<file path="src/rtl/sr_packet_splitter_if.sv">
// Packet-in / flit-out bundle for sr_packet_splitter.
// master = packet source and NoC side; slave = the splitter.
interface sr_packet_splitter_if #(
  parameter int NODE_COUNT      = 8,
  parameter int PACKET_ID_WIDTH = 5
);
  logic [67:0]                     packetIn;
  logic [$clog2(NODE_COUNT)-1:0]   nodeDest;
  logic [PACKET_ID_WIDTH-1:0]      packetId;
  logic                            validIn;
  logic                            splitterReady;
  logic [33:0]                     flitOut;
  logic                            flitValid;
  logic                            flitReady;
  logic                            overflow;

  modport master (
    output packetIn, nodeDest, packetId, validIn, flitReady,
    input  splitterReady, flitOut, flitValid, overflow
  );

  modport slave (
    input  packetIn, nodeDest, packetId, validIn, flitReady,
    output splitterReady, flitOut, flitValid, overflow
  );
endinterface

</file>
<file path="src/rtl/sr_packet_splitter.sv">
// Buffers 68-bit packets and emits them as head/body/tail NoC flits.
// Define SR_SPLITTER_CHECKSUM_EN to append an XOR checksum tail flit.
module sr_packet_splitter #(
  parameter int NODE_ID         = 0,
  parameter int NODE_COUNT      = 8,
  parameter int PACKET_ID_WIDTH = 5,
  parameter int FIFO_DEPTH      = 2
) (
  input logic               clk,
  input logic               rst,
  sr_packet_splitter_if.slave bus
);
  localparam int DEST_W = $clog2(NODE_COUNT);
  localparam int PTR_W  = $clog2(FIFO_DEPTH);
  localparam int CNT_W  = $clog2(FIFO_DEPTH + 1);
`ifdef SR_SPLITTER_CHECKSUM_EN
  localparam logic [3:0] FLIT_TOTAL = 4'd5;
`else
  localparam logic [3:0] FLIT_TOTAL = 4'd4;
`endif

  typedef enum logic [2:0] {
    IDLE, HEAD, BODY0, BODY1, BODY2
`ifdef SR_SPLITTER_CHECKSUM_EN
    , CSUM
`endif
  } state_t;

  logic [67:0]                pktMem  [FIFO_DEPTH];
  logic [DEST_W-1:0]          destMem [FIFO_DEPTH];
  logic [PACKET_ID_WIDTH-1:0] idMem   [FIFO_DEPTH];

  logic [PTR_W-1:0] wrPtr, rdPtr;
  logic [CNT_W-1:0] count, countNext;
  logic             push, pop, flitHs, lastFlit, overflowQ;
  state_t           state, stateNext;

  logic [67:0] headPkt;
  logic [31:0] body0, body1, body2;

  assign bus.splitterReady = (count != CNT_W'(FIFO_DEPTH));
  assign bus.flitValid     = (state != IDLE);
  assign bus.overflow      = overflowQ;

  assign push   = bus.validIn && bus.splitterReady;
  assign flitHs = bus.flitValid && bus.flitReady;
`ifdef SR_SPLITTER_CHECKSUM_EN
  assign lastFlit = (state == CSUM);
`else
  assign lastFlit = (state == BODY2);
`endif
  assign pop = flitHs && lastFlit;

  always_comb begin
    countNext = count + CNT_W'(push) - CNT_W'(pop);
  end

  always_ff @(posedge clk) begin
    if (rst) begin
      wrPtr     <= '0;
      rdPtr     <= '0;
      count     <= '0;
      overflowQ <= 1'b0;
      state     <= IDLE;
    end else begin
      if (push) begin
        pktMem[wrPtr]  <= bus.packetIn;
        destMem[wrPtr] <= bus.nodeDest;
        idMem[wrPtr]   <= bus.packetId;
        wrPtr          <= wrPtr + 1'b1;
      end
      if (pop) rdPtr <= rdPtr + 1'b1;
      count <= countNext;
      if (bus.validIn && !bus.splitterReady) overflowQ <= 1'b1;
      state <= stateNext;
    end
  end

  // Count after the pop (including a same-cycle push) picks HEAD vs IDLE,
  // so back-to-back packets leave no idle gap.
  always_comb begin
    stateNext = state;
    case (state)
      IDLE:  if (count != '0) stateNext = HEAD;
      HEAD:  if (flitHs) stateNext = BODY0;
      BODY0: if (flitHs) stateNext = BODY1;
      BODY1: if (flitHs) stateNext = BODY2;
`ifdef SR_SPLITTER_CHECKSUM_EN
      BODY2: if (flitHs) stateNext = CSUM;
      CSUM:  if (flitHs) stateNext = (countNext != '0) ? HEAD : IDLE;
`else
      BODY2: if (flitHs) stateNext = (countNext != '0) ? HEAD : IDLE;
`endif
      default: stateNext = IDLE;
    endcase
  end

  assign headPkt = pktMem[rdPtr];
  assign body0   = headPkt[31:0];
  assign body1   = headPkt[63:32];
  assign body2   = {28'b0, headPkt[67:64]};

  always_comb begin
    bus.flitOut = '0;
    case (state)
      HEAD:  bus.flitOut = {2'b01, FLIT_TOTAL, 12'(idMem[rdPtr]), 8'(NODE_ID), 8'(destMem[rdPtr])};
      BODY0: bus.flitOut = {2'b00, body0};
      BODY1: bus.flitOut = {2'b00, body1};
`ifdef SR_SPLITTER_CHECKSUM_EN
      BODY2: bus.flitOut = {2'b00, body2};
      CSUM:  bus.flitOut = {2'b10, body0 ^ body1 ^ body2};
`else
      BODY2: bus.flitOut = {2'b10, body2};
`endif
      default: bus.flitOut = '0;
    endcase
  end
endmodule

</file>
<file path="src/flat_wrapper.sv">
// flat-port wrapper written by rule: the top's interface ports become plain ports
module sr_packet_splitter_flat 
#(
  parameter int NODE_ID         = 0,
  parameter int NODE_COUNT      = 8,
  parameter int PACKET_ID_WIDTH = 5,
  parameter int FIFO_DEPTH      = 2
)
  (clk, rst, bus_packetIn, bus_nodeDest, bus_packetId, bus_validIn, bus_flitReady, bus_splitterReady, bus_flitOut, bus_flitValid, bus_overflow);
  sr_packet_splitter_if #(.NODE_COUNT(NODE_COUNT), .PACKET_ID_WIDTH(PACKET_ID_WIDTH)) bus_i ();
  input logic clk;
  input logic rst;
  input wire logic [$bits(bus_i.packetIn)-1:0] bus_packetIn;
  input wire logic [$bits(bus_i.nodeDest)-1:0] bus_nodeDest;
  input wire logic [$bits(bus_i.packetId)-1:0] bus_packetId;
  input wire logic [$bits(bus_i.validIn)-1:0] bus_validIn;
  input wire logic [$bits(bus_i.flitReady)-1:0] bus_flitReady;
  output wire logic [$bits(bus_i.splitterReady)-1:0] bus_splitterReady;
  output wire logic [$bits(bus_i.flitOut)-1:0] bus_flitOut;
  output wire logic [$bits(bus_i.flitValid)-1:0] bus_flitValid;
  output wire logic [$bits(bus_i.overflow)-1:0] bus_overflow;
  assign bus_i.packetIn = bus_packetIn;
  assign bus_i.nodeDest = bus_nodeDest;
  assign bus_i.packetId = bus_packetId;
  assign bus_i.validIn = bus_validIn;
  assign bus_i.flitReady = bus_flitReady;
  assign bus_splitterReady = bus_i.splitterReady;
  assign bus_flitOut = bus_i.flitOut;
  assign bus_flitValid = bus_i.flitValid;
  assign bus_overflow = bus_i.overflow;
  sr_packet_splitter #(.NODE_ID(NODE_ID), .NODE_COUNT(NODE_COUNT), .PACKET_ID_WIDTH(PACKET_ID_WIDTH), .FIFO_DEPTH(FIFO_DEPTH)) u_core (.clk(clk), .rst(rst), .bus(bus_i));
endmodule
</file>
<file path="config.mk">
export PLATFORM = sky130hd
export DESIGN_NAME = sr_packet_splitter_flat
export DESIGN_NICKNAME = d
export VERILOG_FILES = /design/src/rtl/sr_packet_splitter_if.sv /design/src/rtl/sr_packet_splitter.sv /design/src/flat_wrapper.sv
export SDC_FILE = /design/constraint.sdc
export NUM_CORES = 1
export LEC_CHECK = 0
export CELL_PAD_IN_SITES_DETAIL_PLACEMENT = 2
export CELL_PAD_IN_SITES_GLOBAL_PLACEMENT = 2
export CORE_MARGIN = 1
export CORE_UTILIZATION = 45
export DETAILED_ROUTE_END_ITERATION = 8
export DONT_BUFFER_PORTS = 1
export PLACE_DENSITY = 0.82
export SLEW_MARGIN = 5
export SYNTH_ARGS = -nofsm -noshare
export SYNTH_HDL_FRONTEND = slang
export SYNTH_SLANG_ARGS = --single-unit
</file>
<file path="constraint.sdc">
create_clock -name clk -period 10.8 [get_ports clk]
set_clock_uncertainty 0.2 [all_clocks]
set_input_delay 2.7 -clock clk [delete_from_list [all_inputs] [get_ports clk]]
set_output_delay 2.7 -clock clk [all_outputs]
set_load 0.02 [all_outputs]
</file>
After elaboration in Yosys (flattened, before gate mapping)
Memory sizes are Yosys's and may differ from the RTL's. A register that Yosys moved wholly into a read port is not among the register bits. Cells that the tools add are included.

Add/subtract/negate cells: 4. Eq/ne operators: 10. Reductions and logical operators: 10. Mux-type cells: 17.

Operator list (count): $pmux 34 s4 (1); $mux 3 (5); $pmux 3 s5 (1); $mux 1 (10); $ne 2x1->1 const B (5); $eq 3x2->1 const B (2); $reduce_and 5->1 (1); $logic_and 1x1->1 (4); $reduce_bool 2->1 (2); $eq 3x1->1 const B (1); $eq 3x3->1 const B (1); $logic_not 3->1 (1); $reduce_bool 3->1 (1); $add 1x1->1 const B (2); $add 2x1->2 (1); $ne 2x2->1 const B (1); $sub 2x1->2 (1); $logic_not 1->1 (1).

Word-level logic and storage cells: 49. Output and inout port bits: 37. Bits in registers: 8. Input bits: 80. Memories: 3. RAM bits: 152.

Memories: u_core.pktMem (depth 2, width 68, rd ports 1, clocked after Yosys merged registers in 1, wr ports 1, RTL line sr_packet_splitter.sv:29) `logic [67:0] pktMem [FIFO_DEPTH];`; u_core.idMem (depth 2, width 5, rd ports 1, clocked after Yosys merged registers in 1, wr ports 1, RTL line sr_packet_splitter.sv:31) `logic [PACKET_ID_WIDTH-1:0] idMem [FIFO_DEPTH];`; u_core.destMem (depth 2, width 3, rd ports 1, clocked after Yosys merged registers in 1, wr ports 1, RTL line sr_packet_splitter.sv:30) `logic [DEST_W-1:0] destMem [FIFO_DEPTH];`.

Logic depth before layout (Yosys ltp)
Depth in word-level cells: 8. Mapped depth: 8. Mapped depth without buffers: 8.

Worst setup path after synthesis
OpenSTA, ideal clock, no wires.

Path type: input-to-reg. Start point: in rst. End point: mem u_core.destMem[1][0] (netlist name), enable pin. Stages on the path: 2. Data arrival time: 8.496 ns. Path slack: 1.484 ns. Path buffers: 1. Library setup time: 0.619 ns. Data required time: 9.981 ns. Path through: clkbuf_1 -> nor3b_1.

Cells in the longest elaborated chain, start to end: 2.

RTL lines: start: declaration (RTL line flat_wrapper.sv:12) `input logic rst;`; $mux 1 (RTL line sr_packet_splitter.sv:59) `if (rst) begin`; $mux 1 (implied by the code) (RTL line sr_packet_splitter.sv:68) `destMem[wrPtr] <= bus.nodeDest;`; end: declaration (RTL line sr_packet_splitter.sv:30).

No other way between the ends.

Final worst setup path
Start point: reg u_core.state[1]. End point: out bus_flitOut[11].

Cells in the longest elaborated chain, start to end: 2. Elaborated cells between the ends (all ways): 5. Classes of those cells: 4 x eq/ne; 1 x mux.

RTL lines: start: declaration (RTL line sr_packet_splitter.sv:36) `state_t state, stateNext;`; start signal: assignment (RTL line sr_packet_splitter.sv:75) `state <= stateNext;`; $eq 3x3->1, or another cell as far along (RTL line sr_packet_splitter.sv:105) `case (state)`; $pmux 34 s4 * (RTL line sr_packet_splitter.sv:105); end: declaration (RTL line flat_wrapper.sv:19) `output wire logic [$bits(bus_i.flitOut)-1:0] bus_flitOut;`.

Every way passes the cells marked *; elsewhere a longest branch is shown, timed or not.

==> results.md <==
* Via count at 3028
* Htree depth at 4
* Most frequent cells in the layout: edfxtp_1 (152), mux2i_1 (58), o22ai_1 (22), clkbuf_16 (17), mux2_2 (13)
* Critical R2R Capture: u_core.state[0]
* Clock Tree Root: clkbuf_16
* CP required at between 7 and 8 ns
* Min-delay src: u_core.rdPtr
* Area of the mapped netlist at between 0.006 and 0.007 mm²
* Max Freq at around 160 MHz
* Peak supply drop at 0.130 mV
* Resize count post-CTS at 0
* Crit Path Max Fanout at 26
* Chip width at ~120 µm
* Critical Path Start Type: flop
* Final Util at between 50 and 60%
* Clock sinks at 161
* Syn Area/Cell at 18.0 µm²
* Die Y at about 120 µm
* Critical path class: reg2out
* Commonest non-fill, non-tap cell in the layout: edfxtp_1
* PortBufs at 0
* Final setup violation count at 0
* Die footprint at 0.0143 mm²
* Clock Path Buffers at 2
* Measured slew at the worst slew-check pin at about 1.2 ns
* Crit path DAT at ~3.2 ns
* DRC Markers at 0
* Final setup TNS at 0 ns
* Initial antenna violation count at 0
* CTS Buf Count at 17
* Clk slew on worst S/H paths at around 0.06 ns
* Reg2reg path depth at 7
* Cell Rows at between 40 and 50
* Worst-Skew Late Latency at ~0.43 ns
* Filler cells at ~1200
* Number of synthesized flops with an enable pin at 152
* Hold depth at 2
* Post-layout instance area at approximately 0.007 mm²
* Gr ovfl total at 0
* Fin. Hold Viols at 0
* RSZ-0062 raised after global routing: no
* Routability cong. at 0.726
* Final Routed Wirelength at around 14000 µm
* Final ANT Viol Nets at 0
* R2R setup slack at 8.11 ns
* Yosys warning count at 0
* P&R area growth vs syn at 11.9%
* Mapped Nets at around 430
* DR WL/cell at 26.1 µm
* Final Power at about 0.0014 W
* Period utilisation layout at between 50 and 60%
* Part of the Yosys area used for sequential elements at about 76%
* Hold buffer count at cts at 0
* First-pass GRT wire length at approximately 21000 µm
* TritonRoute pass-1 iters at 4
* Initial Utilization at 46.6%
* Hold endpoint: u_core.rdPtr
* Vias in the first global route at 3557
* Synth Flop Type: edfxtp_1
* Detailed placement HPWL at between 8000 and 9000 µm
* Final Max Slew Viols at 0
* Critical Path End Type: output pin
* Diodes inserted at 0
* HP Class: reg2reg
* Fraction of layout cells with a size suffix above 1 at between 10 and 15%
* Gate Count Post-Synth at ~350
* DP Area at 0.00638 mm²
* I/O Pins at 117
* Final #Nets at around 430
* FF+latch area at ~0.0047 mm²
* Pleak at around 2.1 nW
* Asr flop ratio synth at 0%
* Min cycle time layout at a little over 6 ns
* Max cap viols at 0
* Rel. slew slack at approximately 18%
* Seq cells post-synth at around 160
* Pin count of the biggest net entering global routing at between 70 and 80
* Distinct cells, synth at 37
* Power Dens Cells at between 200 and 250 mW/mm²
* Total Routing Usage GR at approximately a fifth
* Core area at 0.0133 mm²
* Initial DRC Count at about 190
* Post-CTS Setup Repair Bufs at 0
* TritonCTS clock tree: done
* Worst r2r src: u_core.state[1]
* Status: completed
* Multi-input gate area at ~0.0014 mm²
* Vias per inst at 5.63
worst max-delay path: stages (launching register included):
cell	delay, ns
dfxtp_1	0.94
and2b_1	0.29
nand2_1	0.73
o22ai_1	0.81
report_power, final:
part           internal [W]  switching (W)  leakage (nW)  total (W)
combinational     0.0000360      0.0000806         0.384   0.000117
sequential         0.000716      0.0000206          1.47   0.000736
clock              0.000343       0.000248         0.270   0.000591
total               0.00109       0.000349          2.12    0.00144
final cells by class:
| type | count | area share, % |
|---|---|---|
| tap | 176 | 3.16 |
| timing repair buffer | 4 | 0.431 |
| multi-input combinational | 157 | 19.4 |
| inverter | 8 | 0.431 |
| sequential | 161 | 68.2 |
| clock inverter | 14 | 2.23 |
| clock buffer | 18 | 6.16 |
cells by family (layout without fill, tap and decap cells):
kind of cell | count (synthesis) | in the layout | share of synthesized area, %
AOI/OAI and AO/OA | 53 | 53 | 6.01
xor gates and xnor gates | 3 | 3 | 0.644
adders and majority gates | 2 | 2 | 0.402
buffers and inverters | 27 | 44 | 2.19
DFF | 161 | 161 | 76.3
muxes | 71 | 71 | 11.7
and+or+nand+nor | 28 | 28 | 2.82
state kept, by name, indices dropped and copies added (netlist names), named ones only:
| register | flops |
|---|---|
| u_core.pktMem | 136 |
| u_core.wrPtr | 1 |
| u_core.bus.overflow | 1 |
| u_core.state | 3 |
| u_core.count | 2 |
| u_core.idMem | 10 |
| u_core.rdPtr | 1 |
| u_core.destMem | 6 |
per-stage QoR:
step           instances  setup slack [ns]  hold slack [ns]
3_3_place_gp         506              5.38            0.285
5_1_grt              538              4.48            0.379
4_1_cts              538              4.60            0.332
6_report             538              4.68            0.324
3_5_place_dp         506              5.13            0.316
2_1_floorplan        345              1.48            0.267
cells in the mapped netlist (2+ instances only):
cell,number,area [µm²]
a211oi_1,5,37.5
a21oi_1,4,20.0
a221oi_1,6,52.6
a22oi_1,6,45.0
buf_2,10,50.1
buf_4,3,22.5
clkbuf_1,4,15.0
dfxtp_1,9,180
edfxtp_1,152,4560
ha_1,2,25.0
inv_1,8,30.0
mux2_2,13,146
mux2i_1,58,581
nand2_1,3,11.3
nor2_1,7,26.3
nor2b_1,4,25.0
nor3_1,3,15.0
o21ai_0,2,10.0
o221ai_1,3,26.3
o22a_1,3,26.3
o22ai_1,22,138
or3_1,2,12.5
or3b_1,2,17.5
worst max path at each step:
stage,cells after the start,start,slack (ns),end
detailed placement,3,u_core.state[1],5.13,bus_flitOut[2]
finish,3,u_core.state[1],4.68,bus_flitOut[11]
floorplan,2,rst,1.48,u_core.destMem[1][0]
CTS,3,u_core.state[1],4.60,bus_flitOut[11]
global route,3,u_core.state[1],4.48,bus_flitOut[11]
global placement,3,u_core.state[1],5.38,bus_flitOut[0]
per-layer routing:
metal / vias to the layer above / track usage [%] / part of all wire, %
li1: 1390 / - / -
met1: 1537 / 20.9 / 36
met2: 86 / 39.1 / 56
met3: 15 / 6.99 / 5.9
met4: 0 / 8.75 / 1.6
met5: - / 0 / 0
Note: power is estimated with default switching activity, not from simulation.
